## config.mk

```make
export PLATFORM = sky130hd
export DESIGN_NAME = bridge_rx
export DESIGN_NICKNAME = d
export VERILOG_FILES = /design/src/rtl/bridge_pkg.sv /design/src/rtl/bridge_rx.sv
export SDC_FILE = /design/constraint.sdc
export NUM_CORES = 1
export LEC_CHECK = 0
export CAP_MARGIN = 30
export CELL_PAD_IN_SITES_DETAIL_PLACEMENT = 1
export CELL_PAD_IN_SITES_GLOBAL_PLACEMENT = 1
export CORE_MARGIN = 1
export CORE_UTILIZATION = 41
export CTS_BUF_LIST = sky130_fd_sc_hd__clkbuf_8
export DETAILED_ROUTE_END_ITERATION = 16
export PLACE_DENSITY = 0.83
export SYNTH_ARGS = -nofsm -noshare
export SYNTH_HDL_FRONTEND = slang
export SYNTH_SLANG_ARGS = --single-unit
```

## constraint.sdc

```tcl
create_clock -name clk -period 2.4 [get_ports clk]
set_input_delay 0.48 -clock clk [delete_from_list [all_inputs] [get_ports clk]]
set_output_delay 0.48 -clock clk [all_outputs]
set_load 0.01 [all_outputs]
```

## src/rtl/bridge_pkg.sv

```systemverilog
// Shared definitions for the ASCII register-bus bridge: character codes,
// parser states and the hex-character decoder.
package bridge_pkg;

  localparam logic [7:0] CHAR_R  = 8'h52;
  localparam logic [7:0] CHAR_W  = 8'h57;
  localparam logic [7:0] CHAR_CR = 8'h0D;
  localparam logic [7:0] CHAR_LF = 8'h0A;

  typedef enum logic [1:0] {
    IDLE = 2'd0,
    ADDR = 2'd1,
    DATA = 2'd2,
    EOL  = 2'd3
  } state_t;

  // Returns {is_hex, nibble}; nibble is 0 when the byte is not a hex digit.
  function automatic logic [4:0] hex_to_nibble(input logic [7:0] c);
    logic [4:0] r;
    r = 5'd0;
    if (c >= 8'h30 && c <= 8'h39)      r = {1'b1, 4'(c - 8'h30)};
    else if (c >= 8'h41 && c <= 8'h46) r = {1'b1, 4'(c - 8'h37)};
    else if (c >= 8'h61 && c <= 8'h66) r = {1'b1, 4'(c - 8'h57)};
    return r;
  endfunction

  function automatic logic is_terminator(input logic [7:0] c);
    return (c == CHAR_CR) || (c == CHAR_LF);
  endfunction

endpackage

```

## src/rtl/bridge_rx.sv

```systemverilog
// Receive side of the ASCII bridge: turns "R<addr>\r" / "W<addr><data>\r"
// frames into single-cycle chain transactions; malformed frames pulse error_o.
module bridge_rx
  import bridge_pkg::*;
#(
  parameter int ADDR_WIDTH = 16,
  parameter int DATA_WIDTH = 16
) (
  input  logic                  clk,
  input  logic                  rst_n,
  input  logic [7:0]            data_i,
  input  logic                  valid_i,
  output logic [ADDR_WIDTH-1:0] addr_o,
  output logic [DATA_WIDTH-1:0] wdata_o,
  output logic [DATA_WIDTH-1:0] rdata_o,
  output logic                  rw_o,
  output logic                  valid_o,
  output logic                  error_o,
  output logic [1:0]            dbg_state_o
);

  localparam int ANIB = ADDR_WIDTH / 4;
  localparam int DNIB = DATA_WIDTH / 4;
  localparam int MAXN = (ANIB > DNIB) ? ANIB : DNIB;
  localparam int CW   = $clog2(MAXN + 1);

  // Handshake: a byte is consumed on every rising edge where valid_i is high;
  // there is no back-pressure. valid_o/error_o are single-cycle strobes.
  state_t                r_state;
  logic [CW-1:0]         r_cnt;
  logic                  r_rw_pend;
  logic [ADDR_WIDTH-1:0] r_addr_sh;
  logic [DATA_WIDTH-1:0] r_data_sh;
  logic [ADDR_WIDTH-1:0] r_addr;
  logic [DATA_WIDTH-1:0] r_wdata;
  logic                  r_rw;
  logic                  r_valid;
  logic                  r_error;

  logic [4:0] w_hex;
  logic       w_is_hex;
  logic [3:0] w_nib;
  logic       w_is_term;

  always_comb begin
    w_hex     = hex_to_nibble(data_i);
    w_is_hex  = w_hex[4];
    w_nib     = w_hex[3:0];
    w_is_term = is_terminator(data_i);
  end

  always_ff @(posedge clk or negedge rst_n) begin
    if (!rst_n) begin
      r_state   <= IDLE;
      r_cnt     <= '0;
      r_rw_pend <= 1'b0;
      r_addr_sh <= '0;
      r_data_sh <= '0;
      r_addr    <= '0;
      r_wdata   <= '0;
      r_rw      <= 1'b0;
      r_valid   <= 1'b0;
      r_error   <= 1'b0;
    end else begin
      r_valid <= 1'b0;
      r_error <= 1'b0;
      if (valid_i) begin
        case (r_state)
          IDLE: begin
            // Anything but a frame start (including a stray LF) is dropped silently.
            if (data_i == CHAR_R || data_i == CHAR_W) begin
              r_cnt     <= '0;
              r_rw_pend <= (data_i == CHAR_W);
              r_addr_sh <= '0;
              r_data_sh <= '0;
              r_state   <= ADDR;
            end
          end
          ADDR: begin
            if (w_is_hex) begin
              r_addr_sh <= (r_addr_sh << 4) | ADDR_WIDTH'(w_nib);
              if (r_cnt == CW'(ANIB - 1)) begin
                r_cnt   <= '0;
                r_state <= r_rw_pend ? DATA : EOL;
              end else begin
                r_cnt <= r_cnt + 1'b1;
              end
            end else begin
              r_error <= 1'b1;
              r_state <= IDLE;
            end
          end
          DATA: begin
            if (w_is_hex) begin
              r_data_sh <= (r_data_sh << 4) | DATA_WIDTH'(w_nib);
              if (r_cnt == CW'(DNIB - 1)) begin
                r_cnt   <= '0;
                r_state <= EOL;
              end else begin
                r_cnt <= r_cnt + 1'b1;
              end
            end else begin
              r_error <= 1'b1;
              r_state <= IDLE;
            end
          end
          EOL: begin
            // Bus outputs only move here, so partial frames never reach the chain.
            if (w_is_term) begin
              r_addr  <= r_addr_sh;
              r_wdata <= r_rw_pend ? r_data_sh : '0;
              r_rw    <= r_rw_pend;
              r_valid <= 1'b1;
            end else begin
              r_error <= 1'b1;
            end
            r_state <= IDLE;
          end
          default: r_state <= IDLE;
        endcase
      end
    end
  end

  assign addr_o      = r_addr;
  assign wdata_o     = r_wdata;
  assign rdata_o     = '0;
  assign rw_o        = r_rw;
  assign valid_o     = r_valid;
  assign error_o     = r_error;
  assign dbg_state_o = r_state;

endmodule

```

==> impl_metrics.json <==
{
  "antenna_cells": 0,
  "multi_input_area_sq_um": 1370,
  "final_util_pct": 54.2,
  "gp_congestion": 0.768,
  "vias_per_cell": 5.17,
  "core_sq_um": 7850,
  "hold_viol": 0,
  "worstSetupEndpointType": "flop",
  "synth_top_flop_cell": "dfrtp_1",
  "insertion_delay_ns": 0.35,
  "port_buffers": 47,
  "syn_area_per_cell_sq_um": 9.45,
  "fin_ws_ns": 0.0919,
  "max-clock-path-buffers": 2,
  "irDropWorstVdd_uv": 404,
  "fin_crit_ns": 2.31,
  "grt_max_degree": 35,
  "tightest_slew_ns": 0.552,
  "drive_above_1_share_pct": 13.8,
  "grt_pass1_wl_mm": 14.1,
  "grt_use_total_pct": 21.3,
  "hpwl_mm": 5.80,
  "critPathLaunchType": "input pin",
  "wl_per_cell_um": 15.6,
  "max_slew_margin_pct": 63.2,
  "start_util_pct": 42.9,
  "drv_cap": 0,
  "detailedPlace.worstSlack_ns": -0.489,
  "syn_inst": 356,
  "rsz0062_at_grt": "true",
  "met2_usage_pct": 36.4,
  "crit_fanout": 16,
  "routed_wl_mm": 8.25,
  "final_common_cell": "nand2_1",
  "grt-ovfl-total": 0,
  "period_share_pct": 96.2,
  "cts_buffers": 9,
  "synth_edf_count": 0,
  "ys_ff_latch": 73,
  "first_global_vias": 2835,
  "layout_common_cells": "118 x nand2_1, 73 x dfrtp_1, 45 x clkdlybuf4s50_1, 40 x nand3_1, 26 x buf_4",
  "crit_type": "in -> reg",
  "syn_area_sq_um": 3360,
  "hold_ws_ns": 0.119,
  "postCtsSetupRepairBufs": 0,
  "finalPower_mw": 2.76,
  "vias": 2738,
  "synthArstFlopShare_pct": 100,
  "ys_seq_area_share_pct": 54.3,
  "outcome": "completed",
  "cts_tree": "yes",
  "max_freq_mhz": 433,
  "drt_iter0_markers": 148,
  "die_y_um": 92.6,
  "clock-root-buffer": "clkbuf_8",
  "die-area_sq_um": 8570,
  "synthToLayoutAreaGrowth_pct": 26.4,
  "busiest_layer": "met2",
  "nNetsFinal": 444,
  "fillers": 947,
  "ios": 64,
  "dr.pass1.iters": 4,
  "cts.sinks": 73,
  "die_x_um": 92.6,
  "cts_htree_levels": 3,
  "route.detailed.drc": 0,
  "grt_antenna_before_repair": 0,
  "slew_violations": 0,
  "finClkSkew_ns": 0.0100,
  "postCtsHoldBufs": 0,
  "dpl_cell_area_sq_um": 4040,
  "p_leak_nw": 2.15,
  "setup_violations": 0,
  "critPathArrivalTime_ns": 2.54,
  "layout.area.seq_sq_um": 1830,
  "critPathRequiredTime_ns": 2.63,
  "power.density_nw_per_um2": 650,
  "fin_area_sq_um": 4250,
  "ant_nets": 0,
  "placementRows": 32,
  "path_clk_slew_ns": 0.07,
  "met3_usage_pct": 2.55,
  "use_met1_pct": 27.4,
  "hold_class": "in -> async",
  "ys_types": 46,
  "synth_warnings": 0
}
-- area by class of cell --
class	count	share of cell area, %
Clock buffer	10	3.24
Inverter	6	0.530
Tap cell	102	3.00
Sequential cell	73	43.0
Multi-Input combinational cell	258	32.2
Clock inverter	5	1.32
Timing Repair Buffer	76	16.8
-- through the flow --
step           TNS, ns  std cells
3_3_place_gp     -8.10        515
2_1_floorplan        0        371
3_5_place_dp    -16.09        515
4_1_cts              0        530
6_report             0        530
5_1_grt        -0.0190        530
-- cell usage after synthesis, types with 4 or more instances --
library cell | count | area, sq um
inv_1 | 5 | 18.8
clkbuf_1 | 4 | 15.0
a21oi_1 | 8 | 40.0
ha_1 | 9 | 113
a22o_2 | 6 | 60.1
a22o_1 | 7 | 61.3
buf_4 | 17 | 128
nand3_1 | 40 | 200
o21ai_1 | 7 | 35.0
nor2_1 | 7 | 26.3
dfrtp_1 | 73 | 1830
o21ai_0 | 7 | 35.0
nand2_1 | 118 | 443
buf_2 | 8 | 40.0
-- routing by layer --
layer	up-vias	part of all wire [%]	wire length (um)
li1	1296	-	-
met1	1359	44	3600
met2	72	52	4260
met3	11	3.3	274
met4	0	1.5	123
met5	-	0	0
-- final timing paths --
kind	startpoint	end	slack (ns)	cells after the start
max in group asynchronous	rst_n	wdata_o[0]$_DFFE_PN0P_	1.46	2
worst max-delay path	data_i[1]	r_data_sh[4]$_DFFE_PN0P_	0.09	7
worst min register to register	wdata_o[12]$_DFFE_PN0P_	wdata_o[12]$_DFFE_PN0P_	0.47	2
worst max register to register	dbg_state_o[0]$_DFFE_PN0P_	r_data_sh[4]$_DFFE_PN0P_	0.34	6
worst min-delay path	rst_n	addr_o[7]$_DFFE_PN0P_	0.12	1
min in group clk	wdata_o[12]$_DFFE_PN0P_	wdata_o[12]$_DFFE_PN0P_	0.47	2
-- state kept, by name, indices dropped and copies added (netlist names) --
| signal | cells |
|---|---|
| r_cnt | 3 |
| error_o | 1 |
| wdata_o | 16 |
| dbg_state_o | 2 |
| r_addr_sh | 16 |
| valid_o | 1 |
| r_data_sh | 16 |
| rw_o | 1 |
| addr_o | 16 |
| r_rw_pend | 1 |
-- what timing repair did --
item,4_1_cts,5_1_grt
pin swaps,0,1
gates resized for setup,1,5
endpoints found under the setup margin,12,17
-- where the power goes --
group          switching [mW]  leakage (nW)  total, mW  internal [mW]
clock network           0.453        0.0981      0.954          0.501
registers              0.0500          1.01       1.34           1.29
logic                   0.284          1.04      0.474          0.190
total                   0.787          2.15       2.76           1.98
-- kinds of logic (layout without fill, tap and decap cells) --
family                   count (synthesis)  count (layout)  synth area share [%]
AO/OA/AOI/OAI                           48              48                  10.0
adder cells (fa/ha/maj)                  9               9                  3.35
buffers and inverters                   40              97                  7.10
flip-flops                              73              73                  54.3
multiplexers                             2               2                 0.632
other                                    1              16                 0.111
AND/OR/NAND/NOR                        183             183                  24.5
-- worst max-delay path, cell delays in order --
cell and delay (ns):
clkdlybuf4s50_1 0.54, inv_1 0.08, ha_1 0.22, or3b_1 0.22, nand3_1 0.14, a311o_2 0.54, a22o_2 0.31
(Power assumes the default switching activity.)
